--- src/rtl/ram_arbiter.sv ---
// Arbiter for the shared system RAM: the CPU is stalled via RDY at SYNC so the
// VGA renderer (read) and the UART loader (write) can take the RAM ports.
module ram_arbiter #(
  parameter int ADDR_W         = 11,
  parameter int DRAIN_TIMEOUT  = 64,
  parameter int UART_MAX_GRANT = 256
) (
  input  logic              clk,
  input  logic              reset_n,
  input  logic              cpu_enable,
  input  logic              cpu_sync,
  input  logic [ADDR_W-1:0] cpu_addr,
  input  logic [7:0]        cpu_wdata,
  input  logic              cpu_we,
  output logic              cpu_ready,
  input  logic              vga_req,
  input  logic [ADDR_W-1:0] vga_addr,
  output logic              vga_grant,
  output logic              vga_rvalid,
  input  logic              uart_req,
  input  logic [ADDR_W-1:0] uart_addr,
  input  logic [7:0]        uart_wdata,
  input  logic              uart_we,
  output logic              uart_grant,
  output logic [ADDR_W-1:0] ram_waddr,
  output logic [7:0]        ram_wdata,
  output logic              ram_we,
  output logic [ADDR_W-1:0] ram_raddr,
  output logic              drain_timeout,
  output logic              uart_overrun
);
  localparam int DW = (DRAIN_TIMEOUT > 1) ? $clog2(DRAIN_TIMEOUT) : 1;
  localparam int UW = (UART_MAX_GRANT > 1) ? $clog2(UART_MAX_GRANT) : 1;
  localparam logic [DW-1:0] DMAX = DW'(DRAIN_TIMEOUT - 1);
  localparam logic [UW-1:0] UMAX = UW'(UART_MAX_GRANT - 1);

  typedef enum logic [2:0] {PARK, RUN, DRAIN, GNT_VGA, GNT_UART} state_t;

  state_t        state;
  state_t        pick;
  logic          pending;
  logic [DW-1:0] dcnt;
  logic [UW-1:0] ucnt;

  assign pending = vga_req | uart_req;
  assign pick    = vga_req ? GNT_VGA : GNT_UART;

  always_ff @(posedge clk or negedge reset_n) begin
    if (!reset_n) begin
      state         <= PARK;
      cpu_ready     <= 1'b0;
      vga_grant     <= 1'b0;
      uart_grant    <= 1'b0;
      vga_rvalid    <= 1'b0;
      drain_timeout <= 1'b0;
      uart_overrun  <= 1'b0;
      dcnt          <= '0;
      ucnt          <= '0;
    end else begin
      vga_rvalid <= vga_grant & vga_req;
      if (uart_we && !uart_grant) uart_overrun <= 1'b1;
      // counters restart whenever their state is (re)entered, then saturate
      if (state != DRAIN)   dcnt <= '0;
      else if (dcnt != DMAX) dcnt <= dcnt + 1'b1;
      if (state != GNT_UART) ucnt <= '0;
      else if (ucnt != UMAX)  ucnt <= ucnt + 1'b1;

      case (state)
        PARK: begin
          cpu_ready <= 1'b0;
          if (pending) begin
            state <= pick; vga_grant <= vga_req; uart_grant <= ~vga_req;
          end else if (cpu_enable) state <= RUN;
        end
        RUN: begin
          if (!cpu_enable) begin
            state <= PARK; cpu_ready <= 1'b0;
          end else if (!pending) cpu_ready <= 1'b1;
          else if (cpu_sync) begin
            state <= pick; vga_grant <= vga_req; uart_grant <= ~vga_req;
            cpu_ready <= 1'b0;
          end else begin
            state <= DRAIN; cpu_ready <= 1'b1;
          end
        end
        DRAIN: begin
          if (!cpu_enable) begin
            state <= PARK; cpu_ready <= 1'b0;
          end else if (!pending) state <= RUN;
          else if (cpu_sync || dcnt == DMAX) begin
            state <= pick; vga_grant <= vga_req; uart_grant <= ~vga_req;
            cpu_ready <= 1'b0;
            if (!cpu_sync) drain_timeout <= 1'b1;
          end
        end
        GNT_VGA: begin
          cpu_ready <= 1'b0;
          if (!vga_req) begin
            vga_grant <= 1'b0;
            if (!cpu_enable) state <= PARK;
            else if (uart_req) begin
              state <= GNT_UART; uart_grant <= 1'b1;
            end else state <= RUN;
          end
        end
        GNT_UART: begin
          cpu_ready <= 1'b0;
          if (!uart_req || (vga_req && ucnt == UMAX)) begin
            uart_grant <= 1'b0;
            if (!cpu_enable) state <= PARK;
            else if (vga_req) begin
              state <= GNT_VGA; vga_grant <= 1'b1;
            end else state <= RUN;
          end
        end
        default: begin
          state <= PARK; cpu_ready <= 1'b0;
          vga_grant <= 1'b0; uart_grant <= 1'b0;
        end
      endcase
    end
  end

  // RAM port muxes follow the registered state only
  always_comb begin
    ram_waddr = cpu_addr;
    ram_wdata = cpu_wdata;
    ram_we    = cpu_we & cpu_ready;
    ram_raddr = cpu_addr;
    case (state)
      GNT_VGA: begin
        ram_raddr = vga_addr;
        ram_we    = 1'b0;
      end
      GNT_UART: begin
        ram_waddr = uart_addr;
        ram_wdata = uart_wdata;
        ram_we    = uart_we & uart_grant;
      end
      default: ;
    endcase
  end
endmodule

--- config.mk ---
export PLATFORM = sky130hd
export DESIGN_NAME = ram_arbiter
export DESIGN_NICKNAME = d
export VERILOG_FILES = /design/src/rtl/ram_arbiter.sv
export SDC_FILE = /design/constraint.sdc
export NUM_CORES = 1
export LEC_CHECK = 0
export CAP_MARGIN = 20
export CORE_ASPECT_RATIO = 0.75
export CORE_MARGIN = 4
export CORE_UTILIZATION = 35
export DETAILED_ROUTE_END_ITERATION = 12
export PLACE_DENSITY = 0.8
export SYNTH_ARGS = -nofsm -noshare
export SYNTH_HDL_FRONTEND = slang
export SYNTH_SLANG_ARGS = --single-unit
--- constraint.sdc ---
create_clock -name clk -period 2.1 [get_ports clk]
set_input_delay 0.63 -clock clk [delete_from_list [all_inputs] [get_ports clk]]
set_output_delay 0.63 -clock clk [all_outputs]
set_load 0.05 [all_outputs]
## Word level (Yosys, flattened, before mapping)

Index checks and enable logic that the tools add are counted.

- Bits in registers: 23
- Memories: 0
- Logic and storage cells: 114
- Bits in writable memories: 0
- Latch bits: 0
- ROM bits: 0

- Magnitude comparators: 0
- Reductions and logical operators: 14
- Eq/ne operators: 28
- Muxes and demuxes: 55
- Bitwise logic cells: 6
- $add $sub $neg: 2
- Shifts and indexed selects: 0
- $mul: 0
- Div/mod/pow operators: 0

Operator list:

| kind | number |
|---|---|
| $mux W3 | 13 |
| $mux W1 | 28 |
| $ne A2 B2 Y1 const B | 13 |
| $mux W8 | 3 |
| $mux W11 | 2 |
| $reduce_and A11 Y1 | 2 |
| $ne A3 B3 Y1 const B | 5 |
| $pmux W3 S5 | 1 |
| $mux W6 | 2 |
| $pmux W1 S5 | 2 |
| $reduce_and A5 Y1 | 2 |
| $add A8 B1 Y8 const B | 1 |
| $eq A8 B8 Y1 const B | 1 |
| $ne A8 B8 Y1 const B | 1 |
| $add A6 B1 Y6 const B | 1 |
| $eq A3 B2 Y1 const B | 2 |
| $eq A6 B6 Y1 const B | 1 |
| $ne A6 B6 Y1 const B | 1 |
| $mux W2 | 2 |
| $ne A4 B4 Y1 const B | 1 |
| $pmux W1 S2 | 2 |
| $reduce_bool A2 Y1 | 2 |
| $and A1 B1 Y1 | 3 |
| $eq A3 B1 Y1 const B | 1 |
| 9 further kinds | 13 |

## Logic depth before layout (Yosys ltp)

- Depth in word-level cells: 6
- Depth in mapped cells: 7
- Mapped depth without buffers: 6

## Worst setup path after synthesis

OpenSTA, ideal clock, no wires.

- Path type: register to output
- Start: reg state[0]
- End: out ram_we
- Cell stages (with the launch flop): 7
- Required time: 1470 ps
- Arrival: 2336 ps
- Buffers on the path: 2
- Setup slack: -866 ps
- Cell sequence: dfrtp_1 > buf_2 > and2b_1 > nand2_1 > buf_2 > nand3_1 > o21ai_0

- Word-level cells in the longest chain between the ends: 2

RTL lines:

| item | line | RTL |
|---|---|---|
| start: declaration | 39 | `state_t state;` |
| start signal: assignment | 72 | `state <= pick; vga_grant <= vga_req; uart_grant <= ~vga_req;` |
| start signal: assignment | 80 | `state <= pick; vga_grant <= vga_req; uart_grant <= ~vga_req;` |
| start signal: assignment | 91 | `state <= pick; vga_grant <= vga_req; uart_grant <= ~vga_req;` |
| $eq A3 B3 Y1 or $eq A3 B2 Y1 (tied branches) | 130 | `case (state)` |
| $pmux W1 S2 * | 130 |  |
| end: declaration | 27 | `output logic ram_we,` |

Mark *: on every way between the ends. The rest lies on a longest branch, timed or not.

## Worst setup path in the final report

- Start: reg state[2]
- End: out ram_raddr[2]

- Word-level cells in the longest chain between the ends: 2

RTL lines:

| item | line | RTL |
|---|---|---|
| $eq A3 B2 Y1 | 130 |  |
| $mux W11 | 130 |  |
| end: declaration | 28 | `output logic [ADDR_W-1:0] ram_raddr,` |

No other way between the ends.

==> metrics.log <==
[metrics] result of the run: complete, but fails checks
[metrics] violated checks: setup timing
[metrics] maximum number of pins on one net before global-route repair: 25
[metrics] total length of routed wires: 8210 um
[metrics] Synth-to-Final Area Change: 116%
[metrics] global-route wire length before repair: 8650 um
[metrics] largest clock skew in the final design: 8.31 ps
[metrics] Final HPWL DP: 4670 um
[metrics] sw frac: 0.477
[metrics] clock latency at the later pin of the worst-skew pair: 270 ps
[metrics] via count: 2,238
[metrics] vertical die dimension: 69.0 um
[metrics] depth of the worst hold-timing path: 1
[metrics] Critical Path End Type: primary output
[metrics] Starting Density: 0.375
[metrics] FP Rows: 21
[metrics] worst hold margin: 474 ps
[metrics] proportion of power drawn by flip-flops and latches: 0.147
[metrics] count of final max-slew check failures: 0
[metrics] HP Start: uart_overrun
[metrics] synthesized-area fraction occupied by and/or/nand/nor cells: 0.311
[metrics] internal portion of total power: 2210 uW
[metrics] Mapped Avg Cell Area: 7.96 um2
[metrics] worst-case headroom to the max-slew limit: 0.668
[metrics] Iteration-0 DRC Markers: 117
[metrics] endpoint of the worst-slack reg-to-reg timing path: uart_grant
[metrics] Net Switching: 2020 uW
[metrics] synthesized-area fraction occupied by ao, oa, aoi and oai cells: 0.167
[metrics] startpoint of the most critical register-to-register path: state[0]
[metrics] Post-Synthesis Cells: 218
[metrics] total global routing overflow: 0
[metrics] via count of the first global-routing pass: 1,869
[metrics] total standard cell area after synthesis: 0.00174 mm2
[metrics] routability congestion estimate: 0.912
[metrics] cts bufs inserted: 3
[metrics] detailed-route wire length per cell: 20.8 um
[metrics] LEAKAGE: 0.00170 uW
[metrics] prevailing post-synth register cell: dfrtp_1
[metrics] total global routing track utilization: 0.179
[metrics] power density of the placed cells: 1130 mW/mm2
[metrics] core region area: 0.00462 mm2
[metrics] PortBufs: 93
[metrics] final-report hold violation count: 0
[metrics] Hold WC Path Type: reg -> reg
[metrics] Nets: 398
[metrics] path depth of the worst reg2reg path: 7
[metrics] DRC violations left: 0
[metrics] Worst R2R Setup Slack: 0 ps
[metrics] minimum period implied by the final worst setup slack: 2290 ps
[metrics] period utilisation layout: 1.09
[metrics] count of H-tree levels built during CTS: 1
[metrics] post-cts hold buffer count: 0
[metrics] Non-Filler Instances: 395
[metrics] Warnings, synthesis: 0
[metrics] total power: 4220 uW
[metrics] worst-margin pin slew: 496 ps
[metrics] unrepaired setup endpoints after global routing: true
[metrics] share of synthesized area spent on multiplexers: 0.0887
[metrics] CTS tree: yes
[metrics] TritonCTS Sinks: 23
[metrics] CTS clk-pin slew, worst paths: 90 ps
[metrics] class of the most critical setup path: reg -> out
[metrics] maximum capacitance violations: 0
[metrics] per-cell via count in the routed design: 5.67
[metrics] Mapped Nets: 277
[metrics] combinational family with the most area after synthesis: simple AND/OR/NAND/NOR gates
[metrics] arrival time at the worst endpoint: 1660 ps
[metrics] combinational share of power: 0.788
[metrics] peak supply drop: 0.000805 V
[metrics] min setup slack post-route: -188 ps
[metrics] share of cells above drive strength 1: 0.441
[metrics] number of enable flip-flop cells after synthesis: 0
[metrics] clock network fraction of design power: 0.066
[metrics] die area: 0.00616 mm2
[metrics] post-synthesis adder-cell area fraction: 0.0202
[metrics] largest driver fanout on the critical path: 5
[metrics] Worst EP required: 1470 ps
[metrics] Setup Viol. Count Final: 31
[metrics] fraction of the yosys area taken by sequential cells: 0.332
[metrics] share of async-settable or async-resettable flops after synthesis: 1.00
[metrics] number of detailed-route iterations in the first pass: 5
[metrics] initial antenna violation count: 0
[metrics] Clock Root Buffer: clkbuf_8
[metrics] endpoint of the worst hold path: uart_overrun
[metrics] xor and xnor fraction of the mapped netlist area: 0.0303
[metrics] final design utilization: 0.810
[metrics] antenna fix cells: 0
[metrics] Bufs on Longest Clock Path: 2
[metrics] startpoint types: register
[metrics] Post-Place Cells: 375
[metrics] flip-flop and latch count after synthesis: 23
[metrics] count of cell types in the netlist: 48
[metrics] I/O pin total: 94
[metrics] Die Wd: 89.3 um
[metrics] post-detailed-route count of antenna-violating nets: 0
[metrics] Fmax: 437 MHz
-- area by class of cell --
class | instances | area (um2)
Multi-Input combinational cell | 176 | 1440
Sequential cell | 23 | 577
Timing Repair Buffer | 130 | 1590
Fill cell | 255 | 877
Tap cell | 57 | 71.3
Clock buffer | 4 | 45.0
Inverter | 5 | 21.3
-- sequential cells by signal, summed over array words and instances (netlist names) --
signal / flops
uart_grant: 1
state: 3
dcnt: 6
vga_grant: 1
ucnt: 8
cpu_ready: 1
drain_timeout: 1
uart_overrun: 1
vga_rvalid: 1
-- through the flow --
step | setup WS, ps | area, um2 | TNS, ps
floorplan | -85.2 | 1820 | -260
global placement | -240 | 3160 | -1100
detailed placement | -269 | 3160 | -1270
CTS | -130 | 3260 | -3130
global route | -224 | 3750 | -5920
finish | -188 | 3750 | -4380
-- worst max-delay path, cell delays in order, from the launching register on --
cell	delay, ps
dfrtp_1	410
and2b_2	260
nand2_4	80
clkbuf_16	170
mux2_4	310
buf_6	160
-- what timing repair did --
action,CTS,global route
pin swaps,0,38
endpoints found under the setup margin,31,33
hold endpoints to repair,0,0
gates cloned,0,5
buffers inserted,1,10
resized for setup,12,86
-- cells by family after synthesis --
family	Yosys count
AOI/OAI and AO/OA	39
xor gates and xnor gates	6
adders and majority gates	3
buffers and inverters	19
DFF	23
muxes	14
and+or+nand+nor	114
-- cell usage in the layout, fill, tap and decap left out, types with 4 or more instances in the layout --
master / instances
clkdlybuf4s50_1: 57
nand2_4: 31
buf_12: 30
buf_4: 29
dfrtp_1: 22
nand2_1: 18
nand2_2: 16
mux2_4: 11
buf_6: 10
a31oi_1: 9
nor2_1: 9
nand3_1: 6
o21ai_0: 5
xor2_1: 4
inv_1: 4
nand4_1: 4
nor3_1: 4
-- power by group through the flow --
stage	Clock, uW	Combinational (uW)	Sequential, uW
after CTS	283	2700	599
after detailed placement	0	2620	606
after global routing	311	3450	632
after global placement	0	2580	600
after floorplan	0	1410	697
final	277	3330	620
-- synthesized netlist by cell type, types with 2 or more instances --
master / instances / area, um2
nor2_1: 9 / 33.8
xnor2_1: 2 / 17.5
buf_2: 5 / 25.0
a21o_1: 3 / 22.5
a31oi_1: 9 / 56.3
a41oi_1: 2 / 17.5
nor2b_1: 3 / 18.8
a22oi_1: 3 / 22.5
o21ai_0: 6 / 30.0
a21oi_1: 2 / 10.0
nor3b_1: 3 / 22.5
mux2_2: 11 / 124
nand4_1: 4 / 25.0
and3_1: 3 / 18.8
dfrtp_1: 23 / 576
ha_1: 2 / 25.0
and4_1: 2 / 17.5
nand2b_1: 3 / 18.8
nand2_1: 65 / 244
a211oi_1: 4 / 30.0
nand3_1: 8 / 40.0
nand4b_1: 2 / 17.5
mux2i_1: 3 / 30.0
nor3_1: 4 / 20.0
inv_1: 5 / 18.8
clkbuf_1: 7 / 26.3
xor2_1: 4 / 35.0
-- worst max path at each step --
stage,from,to,slack [ps],cells past startpoint
2_1_floorplan,state[0],ram_we,-90,6
3_3_place_gp,vga_req,vga_grant,-240,6
3_5_place_dp,vga_req,uart_grant,-270,6
4_1_cts,state[0],ram_raddr[9],-130,5
5_1_grt,state[2],ram_waddr[3],-220,8
6_report,state[2],ram_raddr[2],-190,5
-- layer usage --
metal	global-route usage	up-vias	part of all wire
met5	0	-	0
met2	0.337	109	0.51
li1	-	1008	-
met1	0.222	1084	0.38
met4	0.00558	0	0.044
met3	0.0392	37	0.060
Power figures use the tool's default switching activity.
